[src/rtl/coloring_pkg.sv]
// Shared definitions for the coloring generator: color codes, FSM encoding,
// history reset value, LFSR taps and the color legality rule.
package coloring_pkg;

    localparam logic [1:0] C0 = 2'b00;
    localparam logic [1:0] C1 = 2'b01;
    localparam logic [1:0] C2 = 2'b10;
    localparam logic [1:0] C3 = 2'b11;

    typedef enum logic [1:0] {
        S_IDLE = 2'd0,
        S_SEND = 2'd1,
        S_DONE = 2'd2
    } state_t;

    localparam logic [3:0] HIST_RST  = 4'b1111;
    // Feedback taps l[7], l[5], l[4], l[3]
    localparam logic [7:0] LFSR_TAPS = 8'b1011_1000;

    // A color is illegal if it would be the third identical color in a row,
    // or if it would sit next to its forbidden partner (00 <-> 01).
    function automatic logic legal(input logic [3:0] hist, input logic [1:0] c);
        logic w_triple;
        logic w_adjacent;
        w_triple   = (hist[3:2] == hist[1:0]) && (hist[1:0] == c);
        w_adjacent = ({hist[1:0], c} == {C0, C1}) || ({hist[1:0], c} == {C1, C0});
        return !(w_triple || w_adjacent);
    endfunction

    function automatic logic [7:0] lfsr_step(input logic [7:0] l);
        return {l[6:0], ^(l & LFSR_TAPS)};
    endfunction

endpackage

[src/rtl/coloring_pick.sv]
// Combinational color picker: returns the first legal color found by
// rotating upward from the candidate (cand, cand+1, cand+2, cand+3 mod 4).
module coloring_pick
    import coloring_pkg::*;
(
    input  logic [3:0] hist,
    input  logic [1:0] cand,
    output logic [1:0] color
);

    logic [1:0] w_try;
    logic       w_found;

    always_comb begin
        color   = cand;
        w_found = 1'b0;
        w_try   = cand;
        for (int i = 0; i < 4; i++) begin
            w_try = cand + 2'(i);
            if (!w_found && legal(hist, w_try)) begin
                color   = w_try;
                w_found = 1'b1;
            end
        end
    end

endmodule

[src/rtl/coloring_gen.sv]
// Legal-color stream source: emits len colors per run over valid/ready,
// choosing each color from a seeded LFSR and the two-color history.
module coloring_gen
    import coloring_pkg::*;
#(
    parameter int         LEN_W    = 8,
    parameter logic [7:0] SEED_DEF = 8'hA5
) (
    input  logic             clk,
    input  logic             rst_n,
    input  logic             start,
    input  logic [7:0]       seed,
    input  logic [LEN_W-1:0] len,
    input  logic             ready,
    output logic             valid,
    output logic [1:0]       color,
    output logic             busy,
    output logic             done,
    output logic [1:0]       dbg_state
);

    // Handshake: a color transfers on any rising edge where valid && ready.
    // While valid is high and ready is low, color and all internal state hold.

    state_t           r_state, w_state_nxt;
    logic [3:0]       r_hist, w_hist_nxt;
    logic [7:0]       r_lfsr, w_lfsr_nxt;
    logic [LEN_W-1:0] r_cnt, w_cnt_nxt;
    logic             r_valid, w_valid_nxt;
    logic [1:0]       r_color, w_color_nxt;

    logic [7:0]       w_seed_eff;
    logic [7:0]       w_lfsr_step;
    logic [3:0]       w_hist_shift;
    logic [3:0]       w_pick_hist;
    logic [1:0]       w_pick_cand;
    logic [1:0]       w_pick;
    logic             w_accept;

    assign w_seed_eff   = (seed == 8'h00) ? SEED_DEF : seed;
    assign w_lfsr_step  = lfsr_step(r_lfsr);
    assign w_hist_shift = {r_hist[1:0], r_color};
    assign w_accept     = r_valid && ready;

    // One picker serves both the first color (from the seed) and the
    // following ones (from the post-transfer history and stepped LFSR).
    assign w_pick_hist  = (r_state == S_IDLE) ? r_hist : w_hist_shift;
    assign w_pick_cand  = (r_state == S_IDLE) ? w_seed_eff[1:0] : w_lfsr_step[1:0];

    coloring_pick u_pick (
        .hist  (w_pick_hist),
        .cand  (w_pick_cand),
        .color (w_pick)
    );

    always_ff @(posedge clk or negedge rst_n) begin
        if (!rst_n) begin
            r_state <= S_IDLE;
            r_hist  <= HIST_RST;
            r_lfsr  <= SEED_DEF;
            r_cnt   <= '0;
            r_valid <= 1'b0;
            r_color <= C0;
        end else begin
            r_state <= w_state_nxt;
            r_hist  <= w_hist_nxt;
            r_lfsr  <= w_lfsr_nxt;
            r_cnt   <= w_cnt_nxt;
            r_valid <= w_valid_nxt;
            r_color <= w_color_nxt;
        end
    end

    always_comb begin
        w_state_nxt = r_state;
        w_hist_nxt  = r_hist;
        w_lfsr_nxt  = r_lfsr;
        w_cnt_nxt   = r_cnt;
        w_valid_nxt = r_valid;
        w_color_nxt = r_color;
        case (r_state)
            S_IDLE: begin
                if (start) begin
                    if (len == '0) begin
                        w_state_nxt = S_DONE;
                    end else begin
                        w_lfsr_nxt  = w_seed_eff;
                        w_cnt_nxt   = len;
                        w_color_nxt = w_pick;
                        w_valid_nxt = 1'b1;
                        w_state_nxt = S_SEND;
                    end
                end
            end
            S_SEND: begin
                if (w_accept) begin
                    w_hist_nxt = w_hist_shift;
                    w_lfsr_nxt = w_lfsr_step;
                    if (r_cnt == LEN_W'(1)) begin
                        w_valid_nxt = 1'b0;
                        w_state_nxt = S_DONE;
                    end else begin
                        w_cnt_nxt   = r_cnt - LEN_W'(1);
                        w_color_nxt = w_pick;
                    end
                end
            end
            S_DONE:  w_state_nxt = S_IDLE;
            default: w_state_nxt = S_IDLE;
        endcase
    end

    assign valid     = r_valid;
    assign color     = r_color;
    assign busy      = (r_state != S_IDLE);
    assign done      = (r_state == S_DONE);
    assign dbg_state = r_state;

endmodule

[config.mk]
export PLATFORM = sky130hd
export DESIGN_NAME = coloring_gen
export DESIGN_NICKNAME = d
export VERILOG_FILES = /design/src/rtl/coloring_pkg.sv /design/src/rtl/coloring_pick.sv /design/src/rtl/coloring_gen.sv
export SDC_FILE = /design/constraint.sdc
export NUM_CORES = 1
export LEC_CHECK = 0
export CAP_MARGIN = 10
export CORE_ASPECT_RATIO = 1.5
export CORE_MARGIN = 10
export CORE_UTILIZATION = 60
export DETAILED_ROUTE_END_ITERATION = 8
export GPL_ROUTABILITY_DRIVEN = 1
export PLACE_DENSITY = 0.86
export SLEW_MARGIN = 5
export SYNTH_ARGS = -nofsm -noshare
export SYNTH_HDL_FRONTEND = slang
export SYNTH_HIERARCHICAL = 1
export SYNTH_SLANG_ARGS = --single-unit
[constraint.sdc]
create_clock -name clk -period 7.4 [get_ports clk]
set_input_delay 1.48 -clock clk [delete_from_list [all_inputs] [get_ports clk]]
set_output_delay 1.48 -clock clk [all_outputs]
set_load 0.02 [all_outputs]
# --- Yosys cells after proc, flatten, opt, wreduce, memory -nomap -nowiden ---
# Cells that the tools add are included.
totals:
  ff_bits: 25
  inputBits: 20
  out_inout_bits: 7
  word_cells: 96
classes:
  n_addsub: 4
  n_eq_ne: 21
  n_mux: 33
  reduce_logical: 32
op_table:
  columns: ["cell", "count"]
  rows:
  - ["$mux W8", 8]
  - ["$pmux W8 S2", 2]
  - ["$mux W2", 12]
  - ["$eq A4 B1 Y1 const B", 4]
  - ["$eq A4 B3 Y1 const B", 4]
  - ["$logic_not A8 Y1", 2]
  - ["$eq A2 B2 Y1", 5]
  - ["$ne A2 B2 Y1 const B", 5]
  - ["$reduce_and A5 Y1", 2]
  - ["$eq A8 B1 Y1 const B", 1]
  - ["$logic_and A1 B1 Y1", 8]
  - ["$logic_or A1 B1 Y1", 8]
  - ["$pmux W2 S2", 2]
  - ["$reduce_xor A8 Y1", 1]
  - ["$sub A8 B1 Y8 const B", 1]
  - ["$mux W1", 7]
  - ["$logic_not A1 Y1", 5]
  - ["$add A2 B2 Y2 const B", 2]
  - ["$mux W4", 1]
  - ["$reduce_and A4 Y1", 1]
  - ["$reduce_bool A2 Y1", 2]
  - ["$reduce_and A3 Y1", 1]
  - ["$add A2 B1 Y2 const B", 1]
  - ["$eq A2 B1 Y1 const B", 1]
  - ["4 further kinds", 4]

# --- Depth between registers and ports, before layout ---
# Gate-level depths: netlist (run 1).
logic_depth:
  word_depth: 19
  mapped_depth: 13
  mapped_depth_nobuf: 12

# --- By module ---
# Netlist (run 1), hierarchy kept.
by_module_without_submodules:
  columns: ["mod", "n_inst", "cells_each", "area_each_um2", "seq_area_each_um2"]
  rows:
  - ["coloring_gen", 1, 144, 1516.5, 635.6]
  - ["coloring_pick", 1, 73, 594.3, 0.0]

# --- Least setup slack after synthesis (run 1) ---
# No wires, ideal clock.
synth_timing:
  path_type: "input to register"
  startpoint: "in seed[1]"
  endpoint: "reg r_color[1] (netlist: color[1])"
  setup_time_ns: 0.125
  arrival_ns: 4.086
  required_ns: 7.275
  slack_ns: 3.189
  cell_stages: 12
  n_path_buf: 1
  cell_sequence: "nor4_1 a21oi_1 a21oi_1 buf_4 inv_1 ha_1 or4b_4 o211ai_2 a222oi_1 o32ai_1 a222oi_1 mux2_4"
synth_between:
  elab_chain_cells: 19
  word_cells_on_any_way: 49
  cone_classes: "add/sub: 3; eq/ne: 12; mux: 13; reduce/logical: 21"
synth_lines:
  columns: ["item", "line_no", "text"]
  rows:
  - ["from (decl)", "coloring_gen.sv:12", "input logic [7:0] seed,"]
  - ["$logic_not A8 Y1 (*)", "coloring_gen.sv:40", "assign w_seed_eff = (seed == 8'h00) ? SEED_DEF : seed;"]
  - ["$mux W8 (*)", "coloring_gen.sv:40", null]
  - ["$mux W2 (*)", "coloring_gen.sv:48", "assign w_pick_cand = (r_state == S_IDLE) ? w_seed_eff[1:0] : w_lfsr_step[1:0];"]
  - ["named net w_pick_cand[0]", "coloring_gen.sv:36", "logic [1:0] w_pick_cand;"]
  - ["$add A2 B1 Y2", "coloring_pick.sv:19", "w_try = cand + 2'(i);"]
  - ["$eq A4 B1 Y1, or another cell as far along", "coloring_pkg.sv:26", "w_adjacent = ({hist[1:0], c} == {C0, C1}) || ({hist[1:0], c} == {C1, C0});"]
  - ["$logic_or A1 B1 Y1 / $logic_and A1 B1 Y1 (equally long branches)", "coloring_pkg.sv:26, coloring_pkg.sv:25", null]
  - ["$logic_or A1 B1 Y1", "coloring_pkg.sv:27", "return !(w_triple || w_adjacent);"]
  - ["[5 not listed]", null, null]
  - ["$mux W1", "coloring_pick.sv:20", "if (!w_found && legal(hist, w_try)) begin"]
  - ["$logic_not A1 Y1", "coloring_pick.sv:20", null]
  - ["$logic_and A1 B1 Y1", "coloring_pick.sv:20", null]
  - ["$mux W2 (*)", "coloring_pick.sv:20", null]
  - ["$mux W2, on equally long branches", "coloring_gen.sv:99, coloring_gen.sv:84", null]
  - ["$mux W2, on equally long branches", "coloring_gen.sv:96, coloring_gen.sv:83", null]
  - ["$pmux W2 S2 (*)", "coloring_gen.sv:81", "case (r_state)"]
  - ["named net w_color_nxt[1]", "coloring_gen.sv:30", "logic [1:0] r_color, w_color_nxt;"]
  - ["to (signal assigned)", "coloring_gen.sv:70", "r_color <= w_color_nxt;"]
  - ["to (decl)", "coloring_gen.sv:30", null]
# Mark *: on every way through the listed nets, which the timed path passes. The rest lies on a longest branch. The select of a mux whose other input is x is not followed.
# A chain may end at the register's enable or synchronous reset.

# --- Worst setup path after layout (run 1) ---
# Ends and elaborated chain as after synthesis.

==> results.ini, run 1 <==
[status]
status=complete, no violations

[clock_tree]
postCtsHoldBufs=0
cts_tree=yes
clock_sinks=25
htreeDepth=1
cts_inserted_buffers=3
clk_pin_slew_ns=0.08
clock_path_buffers=2
cts_root_buffer=clkbuf_8
ctsResizeCount=0
cts_setup_buffers=0
clock_latency_ns=0.26

[cells_and_area]
diodes=0
nets=260
area_growth_pct=12.6
drive_gt1_frac=0.202

[drt]
drtPass1Iterations=6
wl_per_cell_um=18.5
antenna_left=0
routed_wl_um=5090
drt_first_iter_violations=175
num_vias=1808
drc_errors=0
routed_via_density=6.57

[run]
cap_viol_max_count=0

[timing]
finalWorstPathRequiredPeriod_ns=4.64
setup_viol=0
fmax_mhz=216
slew_headroom=0.263
finClkSkew_ns=0.00282
min_period_over_period=0.627
finalHoldViolations=0
slew_violations=0
max_slew.worst_pin.slew_ns=1.10
fin_tns_setup_ns=0
rsz0062_at_grt=false

[setup_path]
required_ns=7.55
crit_family=simple AND/OR/NAND/NOR gates
r2r-start=dbg_state[0]$_DFFE_PN0P_
end_kind=register
max_stage_delay_ns=0.57
slowest_stage=nor4_1
crit_buf_inv=3
cp-start-kind=input port
critPathKind=in2reg
crit_start=seed[1]
crit_arrival_ns=4.79
worst-r2r-cell-count=12
critical_path.cell_chain=clkdlybuf4s50_1 > nor4_1 > a21oi_1 > a21oi_1 > buf_4 > inv_1 > ha_1 > or4b_4 > o211ai_2 > a222oi_1 > o32ai_1 > a222oi_1 > mux2_4
cp.depth=13
cp_max_fo=12

[placement]
port_buffers=26
gp_congestion=0.931
place_hpwl_um=3930

[synthesis]
synthCells=217
synth_top_family_by_area=compound AO/OA/AOI/OAI gates
synthSimpleGateAreaFrac=0.196
yosysSeqAreaShare=0.301
synth_xor_area_frac=0.0166
muxShareOfSynthArea=0.135
ys_seq_elements=25
synth-async-reset-ratio=1.00
synthAdderAreaFrac=0.0356
avgSynthCellArea_um2=9.73
synth_area_um2=2110
synth_ff_type=dfrtp_1
synth-compound-area-share=0.244
synth_cell_types=66
synth_edf_count=0
yosys_warnings=6
synthesis.nets=243

[power]
total_power_uw=1280
powerDensity_nw_per_um2=538
p_leak_uw=0.000961
peakVddDrop_mv=0.330

[die]
rows=26
start_util=0.618
die_w_um=68.4
core_um2=3420
chipHeight_um=92.6
io_pins=27
die-area_um2=6340

[grt]
grtUsageTotal=0.165
grt_pass1_wl_um=8340
overflow=0
antenna_found_initial=0
grt_pass1_vias=1828
grt_max_degree=26

[hold_path]
hold_class=reg2reg
hold_depth=1
hp-start=r_lfsr[2]$_DFFE_PN1P_

placed cells by master (no fill, tap or decap), types with 3 or more instances in the layout:
cell type         n
and3b_1           3
nor2_1           10
dfstp_2           8
a211oi_1          4
nand2_1           4
a21oi_1          11
nor2b_1           3
o2bb2ai_1         7
mux2_2           15
nand4_1           4
ha_1              6
mux2_4            3
o22ai_1           7
nor4_1            7
clkbuf_8          3
xnor2_1           3
nor3_1            8
dfrtp_1          17
mux2i_1           6
o21ai_0           5
and3_1            3
clkdlybuf4s50_1  26
a2bb2oi_1         3
o2111ai_1         3
inv_1            14
final timing paths:
path | slack, ns | to
worst min-delay path | 0.49 | r_lfsr[2]$_DFFE_PN1P_
worst max-delay path | 2.76 | color[1]$_DFFE_PN0P_
worst min register to register | 0.49 | r_lfsr[2]$_DFFE_PN1P_
max in group asynchronous | 4.94 | dbg_state[1]$_DFFE_PN0P_
worst max register to register | 3.86 | color[1]$_DFFE_PN0P_
min in group asynchronous | 1.81 | r_cnt[6]$_DFFE_PN0P_
per-layer routing:
metal  track usage  up-vias  wire length, µm
li1              -      875                -
met1         0.179      868             2000
met2         0.292       55             2780
met3        0.0253       10              190
met4        0.0774        0              127
met5             0        -                0
where the power goes:
group          total, µW  internal, µW  switching, µW
logic                918           422            496
registers            281           217           64.0
clock network       79.7          38.4           41.3
through the flow:
step                hold WS (ns)  instances  utilization  cell area, µm²  setup slack [ns]
global route               0.510        275        0.696            2380              2.55
finish                     0.491        275        0.696            2380              2.76
floorplan                  0.462        217            -            2110              3.19
detailed placement         0.485        271        0.682            2330              2.53
global placement           0.469        271        0.682            2330              2.63
CTS                        0.495        275        0.696            2380              2.80
registers in the layout (all words and copies together), names as in the netlist:
register / count
r_hist: 4
r_cnt: 8
color: 2
dbg_state: 2
valid: 1
r_lfsr: 8
cell usage after synthesis (6+ instances only):
master / instances / share of area
o2bb2ai_1: 7 / 0.029
nor4_1: 7 / 0.021
mux2_2: 15 / 0.080
nor3_1: 8 / 0.019
ha_1: 6 / 0.036
dfrtp_1: 17 / 0.20
dfstp_2: 8 / 0.10
o22ai_1: 7 / 0.021
a21oi_1: 11 / 0.026
nor2_1: 10 / 0.018
inv_1: 14 / 0.025
mux2i_1: 6 / 0.028
cell families after synthesis:
family / after synthesis
simple gates: 63
mux: 25
fa+ha+maj: 6
flops: 25
buf+inv: 29
compound gates: 65
xor+xnor: 4
worst register-to-register path, cell delays in order (launching register included):
cell	delay, ns
dfrtp_1	0.61
nor2_1	0.64
nor2_1	0.11
a21oi_1	0.13
buf_4	0.20
inv_1	0.13
ha_1	0.29
or4b_4	0.51
o211ai_2	0.08
a222oi_1	0.11
o32ai_1	0.23
a222oi_1	0.12
mux2_4	0.28
cell type report:
cell class / count / area, µm²
Clock buffer: 4 / 45.0
Fill cell: 269 / 1040
Inverter: 14 / 52.6
Multi-Input combinational cell: 163 / 1320
Sequential cell: 25 / 636
Tap cell: 42 / 52.6
Timing Repair Buffer: 27 / 268
Power figures use the tool's default switching activity.
==> inputs of run 2 (changes only) <==
--- a/config.mk
+++ b/config.mk
@@ -8,10 +8,10 @@
 export CAP_MARGIN = 10
 export CORE_ASPECT_RATIO = 1.5
 export CORE_MARGIN = 10
-export CORE_UTILIZATION = 60
+export CORE_UTILIZATION = 56
 export DETAILED_ROUTE_END_ITERATION = 8
 export GPL_ROUTABILITY_DRIVEN = 1
-export PLACE_DENSITY = 0.86
+export PLACE_DENSITY = 0.81
 export SLEW_MARGIN = 5
 export SYNTH_ARGS = -nofsm -noshare
 export SYNTH_HDL_FRONTEND = slang
==> constraint.sdc (replaced) <==
create_clock -name clk -period 4.43 [get_ports clk]
set_input_delay 0.886 -clock clk [delete_from_list [all_inputs] [get_ports clk]]
set_output_delay 0.886 -clock clk [all_outputs]
set_load 0.02 [all_outputs]
==> results.ini, run 2 (synthesis results as in run 1) <==
[clock_tree]
cts_root_buffer=clkbuf_8
cts_setup_buffers=0  ; unchanged
ctsResizeCount=0  ; unchanged
clock_sinks=25  ; unchanged
cts_tree=yes
htreeDepth=1  ; unchanged
cts_inserted_buffers=3  ; unchanged
clock_path_buffers=2  ; unchanged
postCtsHoldBufs=0  ; unchanged
clk_pin_slew_ns=0.09  ; about the same
clock_latency_ns=0.27  ; about the same

[setup_path]
worst-r2r-cell-count=10  ; -2
end_kind=register
required_ns=4.64  ; -2.91 ns
crit_arrival_ns=3.83  ; -0.96 ns
cp-start-kind=input port
reg2reg_slack_ns=1.14  ; -2.72 ns
critPathKind=in2reg
cp_max_fo=11  ; -1
r2r-start=dbg_state[1]$_DFFE_PN0P_
timing.rr.end=color[0]$_DFFE_PN0P_

[power]
switchingPower_uw=992  ; +65%
pwr-share-comb=0.718  ; about the same
p_sw_frac=0.467  ; -0.00355
powerDensity_nw_per_um2=885  ; +65%
p_leak_uw=0.000975  ; +1.5%
peakVddDrop_mv=0.588  ; +78%
p_int_uw=1130  ; +67%
seqPwrFrac=0.218  ; -0.002
clockPowerShare=0.064  ; +0.002

[die]
chipHeight_um=95.2  ; +2.8%
core_um2=3650  ; +6.8%
die_w_um=70.1  ; +2.5%
io_pins=27  ; unchanged
start_util=0.579  ; -0.0394
rows=27  ; +3.8%
die-area_um2=6680  ; +5.3%

[drt]
drtPass1Iterations=4  ; -2
routed_via_density=6.38  ; -3.0%
wl_per_cell_um=17.8  ; -3.7%
drc_errors=0  ; unchanged
antenna_left=0  ; unchanged
num_vias=1779  ; -1.6%
drt_first_iter_violations=141  ; -19%
routed_wl_um=4970  ; -2.3%

[cells_and_area]
fin_area_um2=2400  ; +1.0%
drive_gt1_frac=0.212  ; +0.0101
layout_common_cells=clkdlybuf4s50_1 (26), dfrtp_1 (17), mux2_2 (15)
top_regs=r_cnt x8, r_lfsr x8, r_hist x4
fillers=299  ; +11%
layout_commonest_cell=clkdlybuf4s50_1
area_growth_pct=13.7
nets=263  ; +1.2%
diodes=0  ; unchanged

[placement]
preCtsSetupSlack_ns=0.541  ; -1.99 ns
place_area_um2=2350  ; +1.0%
place_hpwl_um=3770  ; -4.1%
port_buffers=26  ; unchanged
gp_congestion=0.850  ; -8.7%

[hold_path]
hp-start=r_lfsr[2]$_DFFE_PN1P_
hold_depth=1  ; unchanged
worstHoldEndpoint=r_lfsr[2]$_DFFE_PN1P_
hold_class=reg2reg

[timing]
finClkSkew_ns=0.00400  ; +0.00117 ns
fmax_mhz=276
slew_headroom=0.347  ; +0.0836
setup_slack_ns=0.811  ; -1.95 ns
setup_viol=0  ; unchanged
min_period_over_period=0.817
finalWorstPathRequiredPeriod_ns=3.62
rsz0062_at_grt=false
max_slew.worst_pin.slew_ns=0.977  ; -0.125 ns
fin_tns_setup_ns=0  ; unchanged
slew_violations=0  ; unchanged
finalHoldViolations=0  ; unchanged

[grt]
grt_pass1_vias=1870  ; +2.3%
grt_pass1_wl_um=8650  ; +3.7%
grtUsageTotal=0.152  ; -0.0126
overflow=0  ; unchanged
antenna_found_initial=0  ; unchanged
grt_max_degree=22  ; -15%

[run]
cap_viol_max_count=0  ; unchanged

[status]
status=complete, no violations

==> run 2: layout make-up <==
cell class | instances | area [µm²] | share of cell area
multi-input cells | 163 | 1320 | 0.551
flip-flops and latches | 25 | 636 | 0.265
repair buffers | 30 | 290 | 0.121
well taps | 43 | 53.8 | 0.0224
inverters | 14 | 52.6 | 0.0219
clock buffers | 4 | 45.0 | 0.0188
==> run 2: per-stage QoR <==
step	hold WS [ns]	util	total power, µW	instances
final	0.489	0.658	2120	279
after global routing	0.514	0.658	2310	279
after CTS	0.492	0.658	2120	279
after detailed placement	0.479	0.645	1980	275
after global placement	0.481	0.645	1950	275
after floorplan	0.462	-	1710	217
==> run 2: worst max path at each step <==
stage | endpoint | from | depth (start not counted) | slack, ns
after floorplan | color[1]$_DFFE_PN0P_ | seed[1] | 12 | 0.81
after global placement | color[1]$_DFFE_PN0P_ | seed[1] | 13 | 0.57
after detailed placement | color[1]$_DFFE_PN0P_ | seed[1] | 13 | 0.54
after CTS | color[1]$_DFFE_PN0P_ | seed[1] | 13 | 0.82
after global routing | color[0]$_DFFE_PN0P_ | seed[1] | 13 | 0.49
final | color[1]$_DFFE_PN0P_ | seed[1] | 13 | 0.81
==> run 2: worst max-delay path: stages <==
cell and delay [ns]:
clkdlybuf4s50_1 0.44, nor4_1 0.28, buf_4 0.17, a21oi_1 0.07, a21oi_1 0.19, buf_4 0.22
ha_1 0.22, and3b_1 0.19, a2111oi_0 0.46, a221o_1 0.21, o32ai_1 0.09, a222oi_1 0.22
mux2_4 0.20
==> run 2: power groups by stage <==
stage / logic (µW) / clock network, µW / registers (µW)
floorplan: 1250 / 0 / 454
global placement: 1490 / 0 / 459
detailed placement: 1520 / 0 / 464
CTS: 1530 / 137 / 460
global route: 1690 / 144 / 478
finish: 1520 / 136 / 463
==> run 2: per-layer routing <==
| metal | GRT usage | share of wire |
|---|---|---|
| met1 | 0.169 | 0.42 |
| met2 | 0.287 | 0.53 |
| met3 | 0.0198 | 0.035 |
| met4 | 0.0545 | 0.013 |
| met5 | 0 | 0 |
